$ cat config.mk
export PLATFORM = sky130hd
export DESIGN_NAME = pif_bus_fabric
export DESIGN_NICKNAME = d
export VERILOG_FILES = /design/src/rtl/pif_bus_fabric.sv
export SDC_FILE = /design/constraint.sdc
export NUM_CORES = 1
export LEC_CHECK = 0
export ABC_AREA = 1
export CORE_UTILIZATION = 46
export CTS_CLUSTER_DIAMETER = 40
export DETAILED_ROUTE_END_ITERATION = 7
export PLACE_DENSITY_LB_ADDON = 0.05
export REMOVE_ABC_BUFFERS = 1
export SYNTH_ARGS = -nofsm -noshare
export SYNTH_HDL_FRONTEND = slang
export SYNTH_SLANG_ARGS = --single-unit
export TNS_END_PERCENT = 100
$ cat constraint.sdc
create_clock -name clk -period 1.9 [get_ports clk]
set_input_delay 0.285 -clock clk [delete_from_list [all_inputs] [get_ports clk]]
set_output_delay 0.285 -clock clk [all_outputs]
set_load 0.05 [all_outputs]
$ cat src/rtl/pif_bus_fabric.sv
`default_nettype none
// ============================================================================
// Module      : pif_bus_fabric
// Description : 6502 bus fabric. Decodes the address window, selects one
//               slave, muxes its data and ready, and applies a wait-state
//               watchdog with error capture.
// Revision    : 1.0 - initial release
// ============================================================================
module pif_bus_fabric #(
  parameter int                         NUM_SLAVES     = 8,
  parameter logic [NUM_SLAVES*16-1:0]   SLAVE_BASE     = {16'h0E00, 16'h0C00, 16'h0A00, 16'h0800,
                                                          16'h0600, 16'h0400, 16'h0200, 16'h0000},
  parameter logic [NUM_SLAVES*16-1:0]   SLAVE_MASK     = {NUM_SLAVES{16'hFE00}},
  parameter bit                         DEFAULT_EN     = 1'b1,
  parameter int                         DEFAULT_SLAVE  = 7,
  parameter int                         TIMEOUT_CYCLES = 255,
  parameter logic [7:0]                 FILL_BYTE      = 8'hFF
) (
  input  logic                     clk,
  input  logic                     reset_l,
  input  logic [15:0]              cpu_address,
  input  logic                     cpu_write,
  output logic [7:0]               cpu_data_in,
  output logic                     cpu_ready,
  output logic [NUM_SLAVES-1:0]    slave_oe,
  output logic [NUM_SLAVES-1:0]    slave_wr,
  input  logic [NUM_SLAVES-1:0]    slave_valid,
  input  logic [NUM_SLAVES*8-1:0]  slave_rdata,
  input  logic                     err_clear,
  output logic                     bus_err,
  output logic [15:0]              err_address,
  output logic                     err_is_timeout,
  output logic [7:0]               err_count
);

  localparam int                 c_idx_w   = (NUM_SLAVES > 1) ? $clog2(NUM_SLAVES) : 1;
  localparam logic [c_idx_w-1:0] c_def_idx = c_idx_w'(DEFAULT_SLAVE);
  localparam logic [15:0]        c_tmo     = 16'(TIMEOUT_CYCLES);
  localparam bit                 c_tmo_en  = (TIMEOUT_CYCLES != 0);

  typedef enum logic [1:0] {
    ST_IDLE  = 2'd0,
    ST_WAIT  = 2'd1,
    ST_FORCE = 2'd2
  } state_t;

  state_t               r_state, w_state_nxt;
  logic [15:0]          r_wcnt, w_wcnt_nxt;
  logic [15:0]          r_addr_q, w_addr_nxt;
  logic                 r_bus_err;
  logic [15:0]          r_err_address;
  logic                 r_err_is_timeout;
  logic [7:0]           r_err_count;

  logic [NUM_SLAVES-1:0] w_match;
  logic [NUM_SLAVES-1:0] w_sel_oh;
  logic [7:0]            w_rdata_arr [NUM_SLAVES];
  logic                  w_hit;
  logic [c_idx_w-1:0]    w_hit_idx;
  logic                  w_sel;
  logic [c_idx_w-1:0]    w_sel_idx;
  logic                  w_sel_valid;
  logic [7:0]            w_sel_rdata;
  logic [NUM_SLAVES-1:0] w_oe;
  logic                  w_ready;
  logic [7:0]            w_data;
  logic                  w_err_ev;
  logic                  w_err_tmo;
  logic [15:0]           w_err_addr;

  generate
    for (genvar g = 0; g < NUM_SLAVES; g++) begin : g_match
      assign w_match[g]     = ((cpu_address & SLAVE_MASK[16*g +: 16]) == SLAVE_BASE[16*g +: 16]);
      assign w_rdata_arr[g] = slave_rdata[8*g +: 8];
      assign w_sel_oh[g]    = w_sel && (w_sel_idx == c_idx_w'(g));
    end
  endgenerate

  // Descending scan so the lowest matching index is the last one written.
  always_comb begin
    w_hit     = 1'b0;
    w_hit_idx = '0;
    for (int i = NUM_SLAVES - 1; i >= 0; i--) begin
      if (w_match[i]) begin
        w_hit     = 1'b1;
        w_hit_idx = c_idx_w'(i);
      end
    end
  end

  assign w_sel       = w_hit | DEFAULT_EN;
  assign w_sel_idx   = w_hit ? w_hit_idx : c_def_idx;
  assign w_sel_valid = slave_valid[w_sel_idx];
  assign w_sel_rdata = w_rdata_arr[w_sel_idx];

  always_comb begin
    w_state_nxt = r_state;
    w_wcnt_nxt  = r_wcnt;
    w_addr_nxt  = r_addr_q;
    w_oe        = w_sel_oh;
    w_ready     = 1'b0;
    w_data      = w_sel ? w_sel_rdata : FILL_BYTE;
    w_err_ev    = 1'b0;
    w_err_tmo   = 1'b0;
    w_err_addr  = cpu_address;
    case (r_state)
      ST_IDLE: begin
        if (!w_sel) begin
          w_ready  = 1'b1;
          w_err_ev = 1'b1;
        end else if (w_sel_valid) begin
          w_ready = 1'b1;
        end else begin
          w_state_nxt = ST_WAIT;
          w_wcnt_nxt  = 16'd1;
          w_addr_nxt  = cpu_address;
        end
      end
      ST_WAIT: begin
        // An address change while stalled means the CPU abandoned the access.
        if (cpu_address != r_addr_q) begin
          w_state_nxt = ST_IDLE;
          w_wcnt_nxt  = 16'd0;
        end else if (w_sel_valid) begin
          w_ready     = 1'b1;
          w_state_nxt = ST_IDLE;
          w_wcnt_nxt  = 16'd0;
        end else if (c_tmo_en && (r_wcnt == c_tmo)) begin
          w_state_nxt = ST_FORCE;
          w_wcnt_nxt  = 16'd0;
        end else begin
          w_wcnt_nxt = r_wcnt + 16'd1;
        end
      end
      ST_FORCE: begin
        // Strobes dropped so a slow slave cannot commit a write after release.
        w_oe        = '0;
        w_ready     = 1'b1;
        w_data      = FILL_BYTE;
        w_err_ev    = 1'b1;
        w_err_tmo   = 1'b1;
        w_err_addr  = r_addr_q;
        w_state_nxt = ST_IDLE;
      end
      default: begin
        w_state_nxt = ST_IDLE;
        w_wcnt_nxt  = 16'd0;
      end
    endcase
  end

  always_ff @(posedge clk or negedge reset_l) begin
    if (!reset_l) begin
      r_state  <= ST_IDLE;
      r_wcnt   <= 16'd0;
      r_addr_q <= 16'd0;
    end else begin
      r_state  <= w_state_nxt;
      r_wcnt   <= w_wcnt_nxt;
      r_addr_q <= w_addr_nxt;
    end
  end

  always_ff @(posedge clk or negedge reset_l) begin
    if (!reset_l) begin
      r_bus_err        <= 1'b0;
      r_err_address    <= 16'd0;
      r_err_is_timeout <= 1'b0;
      r_err_count      <= 8'd0;
    end else if (err_clear) begin
      r_bus_err   <= 1'b0;
      r_err_count <= 8'd0;
    end else if (w_err_ev) begin
      if (!r_bus_err) begin
        r_bus_err        <= 1'b1;
        r_err_address    <= w_err_addr;
        r_err_is_timeout <= w_err_tmo;
      end
      if (r_err_count != 8'hFF) begin
        r_err_count <= r_err_count + 8'd1;
      end
    end
  end

  assign cpu_ready      = w_ready & reset_l;
  assign cpu_data_in    = w_data;
  assign slave_oe       = w_oe;
  assign slave_wr       = w_oe & {NUM_SLAVES{cpu_write}};
  assign bus_err        = r_bus_err;
  assign err_address    = r_err_address;
  assign err_is_timeout = r_err_is_timeout;
  assign err_count      = r_err_count;

endmodule
`default_nettype wire

==> results.toml <==
[global_routing]
grt_overflow = 0
grt_pass1_wl_mm = 22.6
grt_pass1_vias = 4879
track_usage_pct = 29.6
grt_max_degree = 61
antenna_found_initial = 0

[worst_setup_path]
reg2reg_from = "r_addr_q[7]$_DFFE_PN0P_"
crit_required_ps = 1620
rr_worst_depth = 15
crit_path_end_kind = "output port"
path_cells = "xor2_1, nor2_1, nand2_1, nor2_2, and2_4, nand2_2, a21oi_2, buf_12"
timing.rr.end = "r_wcnt[0]$_DFFE_PN0P_"
cp_slowest_cell = "dfrtp_1"
critPathTopFamily = "simple AND/OR/NAND/NOR gates"
cp.depth = 8
worstPathMaxFanout = 2
timing.critical_path.from = "r_addr_q[11]$_DFFE_PN0P_"
r2r_setup_slack_ps = -10
cpPeakStageDelay_ps = 420
crit_type = "reg -> out"
cp_num_buf_inv = 1
crit_path_start_kind = "flop"
crit_arrival_ps = 1850

[layout]
utilization_pct = 81.9
nFillCells = 553
layout.cells.non_filler = 939
drive_gt1_share_pct = 28.6
area_growth_pct = 72.0
nets = 920
insertedDiodeCount = 0
fin_area_um2 = 7140

[placed_design]
dpl.cell_count = 896
io_buffers = 142
routabilityCongestion = 0.875
place_area_um2 = 6330
hpwl_mm = 9.79

[synthesis]
post-synth-top-count-cell = "nand2_1"
async_flop_share_pct = 100
ys.flop_type = "dfrtp_1"
ys_seq_elements = 60
synth_area_um2 = 4150
synth_cell_type_count = 34
synth_cells = 607
synth_edf_count = 0
synth_top_area_cell = "dfrtp_1"
ys_seq_area_share_pct = 36.2
synth_top_area_share_pct = 36.2
synth.top_cells.by_count = "nand2_1, nand3_1, dfrtp_1, nor2_1, inv_1"
syn_avg_cell_area_um2 = 6.84
yosysWarnings = 0
ys_top_cells_by_area = "dfrtp_1, nand2_1, nand3_1"

[die]
rows = 34
die_w_um = 97.0
die-area_um2 = 9400
ioPinCount = 143
die_height_um = 97.0
coreArea_um2 = 8720
initial_core_util_pct = 47.6

[sta]
tightestPinTransition_ps = 764
fin_hold_ws_ps = 154
hold_viol_final = 0
setup_viol = 4
setup_ws_ps = -230
rsz0062_at_grt = "yes"
fmax_ghz = 0.469
slew_violations = 0
period_needed_ps = 2130
finalSetupTns_ps = -259
slew_headroom_pct = 49.1
skew_ps = 14.7
finalCritPeriodShare_pct = 112

[power]
p_sw_mw = 1.18
peakVddDrop_mv = 0.343
p_int_mw = 2.49
power_density_nw_per_um2 = 513
power_leakage_nw = 3.52
sequentialPowerShare_pct = 38.4
p_sw_share_pct = 32.1
power_frac_clock_pct = 33.5
combPwrFrac_pct = 28.1

[job]
cap_viol_max_count = 0

[detailed_routing]
vias = 5167
antenna_left = 0
first_pass_iters = 5
via_per_inst = 5.50
drt_iter0_drc = 288
wirelength_mm = 15.3
drc_errors = 0
wl_per_cell_um = 16.3

[clock_tree]
cts.sinks = 60
cts_tree = "yes"
numCtsBuffers = 9
cts-root-buf = "clkbuf_8"
hold_buffers = 0
h-tree-depth = 3
clk_pin_slew_worst_paths_ps = 80
insertion_delay_ps = 350
clockBufferDepth = 2

[outcome]
outcome = "finished with violations"
violations = "negative setup slack"

[hold_path]
hold_class = "in -> async"
worst max-delay path by stage:
| stage | end | slack, ps |
|---|---|---|
| after global placement | cpu_data_in[1] | -400 |
| after detailed placement | cpu_data_in[1] | -430 |
| after global routing | cpu_ready | -310 |
| after floorplan | slave_wr[5] | -770 |
| after CTS | cpu_ready | -210 |
| final | cpu_ready | -230 |
per-stage QoR:
stage	setup slack, ps	total power, mW
after CTS	-210	3.56
final	-230	3.66
after global routing	-314	3.83
after floorplan	-767	1.82
after detailed placement	-427	2.32
after global placement	-400	2.30
sequential cells by signal, summed over array words and instances, names as in the netlist:
register	cells
err_is_timeout	1
err_address	16
r_wcnt	16
r_addr_q	16
r_state	2
bus_err	1
err_count	8
routing by layer:
metal  routed length, um  GRT usage [%]  up-vias
li1                    -              -     2408
met1                5820           36.0     2444
met2                7810           51.4      252
met3                1060           7.08       63
met4                 640           9.87        0
met5                   0              0        -
logic make-up after synthesis:
group                    count (synthesis)  synth area share [%]
AO/OA/AOI/OAI                           58                  9.65
XOR/XNOR                                15                  3.17
adder cells (fa/ha/maj)                  2                 0.603
buffers and inverters                   90                  8.93
flip-flops                              60                  36.2
multiplexers                             1                 0.271
AND/OR/NAND/NOR                        381                  41.2
power groups by stage:
stage                     combinational [mW]  sequential, mW  clock, mW
after global placement                 0.879            1.42          0
after global routing                    1.11            1.41       1.30
after detailed placement               0.895            1.42          0
after floorplan                        0.409            1.41          0
final                                   1.03            1.41       1.23
after CTS                              0.935            1.40       1.23
final cells by class:
class | instances | area (um^2) | area share, %
Inverter | 69 | 270 | 3.79
Timing Repair Buffer | 229 | 2510 | 35.1
Sequential cell | 60 | 1500 | 21.1
Multi-Input combinational cell | 457 | 2510 | 35.2
Tap cell | 108 | 135 | 1.89
Clock buffer | 10 | 138 | 1.93
Clock inverter | 6 | 71.3 | 0.999
cells in the final DEF, fill, tap and decap left out, types with 4 or more instances in the layout:
cell,Yosys,final
nand2_1,193,170
clkdlybuf4s50_1,0,97
nand3_1,79,76
buf_4,1,61
dfrtp_1,60,59
inv_1,59,50
nor2_1,60,46
buf_12,0,30
nand2_2,0,21
o21ai_2,16,20
o21ai_0,26,19
buf_6,3,16
nand4_1,15,15
xor2_1,14,14
inv_2,6,13
nor2_2,3,12
nor3_1,18,10
clkbuf_8,0,10
dlymetal6s2s_1,0,10
nor2_4,3,8
a32oi_1,8,7
nor3_2,0,5
buf_2,5,5
nand3_2,2,4
repair_timing:
action	in CTS	in global routing
setup buffers	13	17
endpoints found under the hold margin	0	0
gates resized for setup	75	74
endpoints found under the setup margin	25	36
pin swaps	20	40
gates cloned	3	2
No activity file was read; power rests on OpenSTA's default activity.
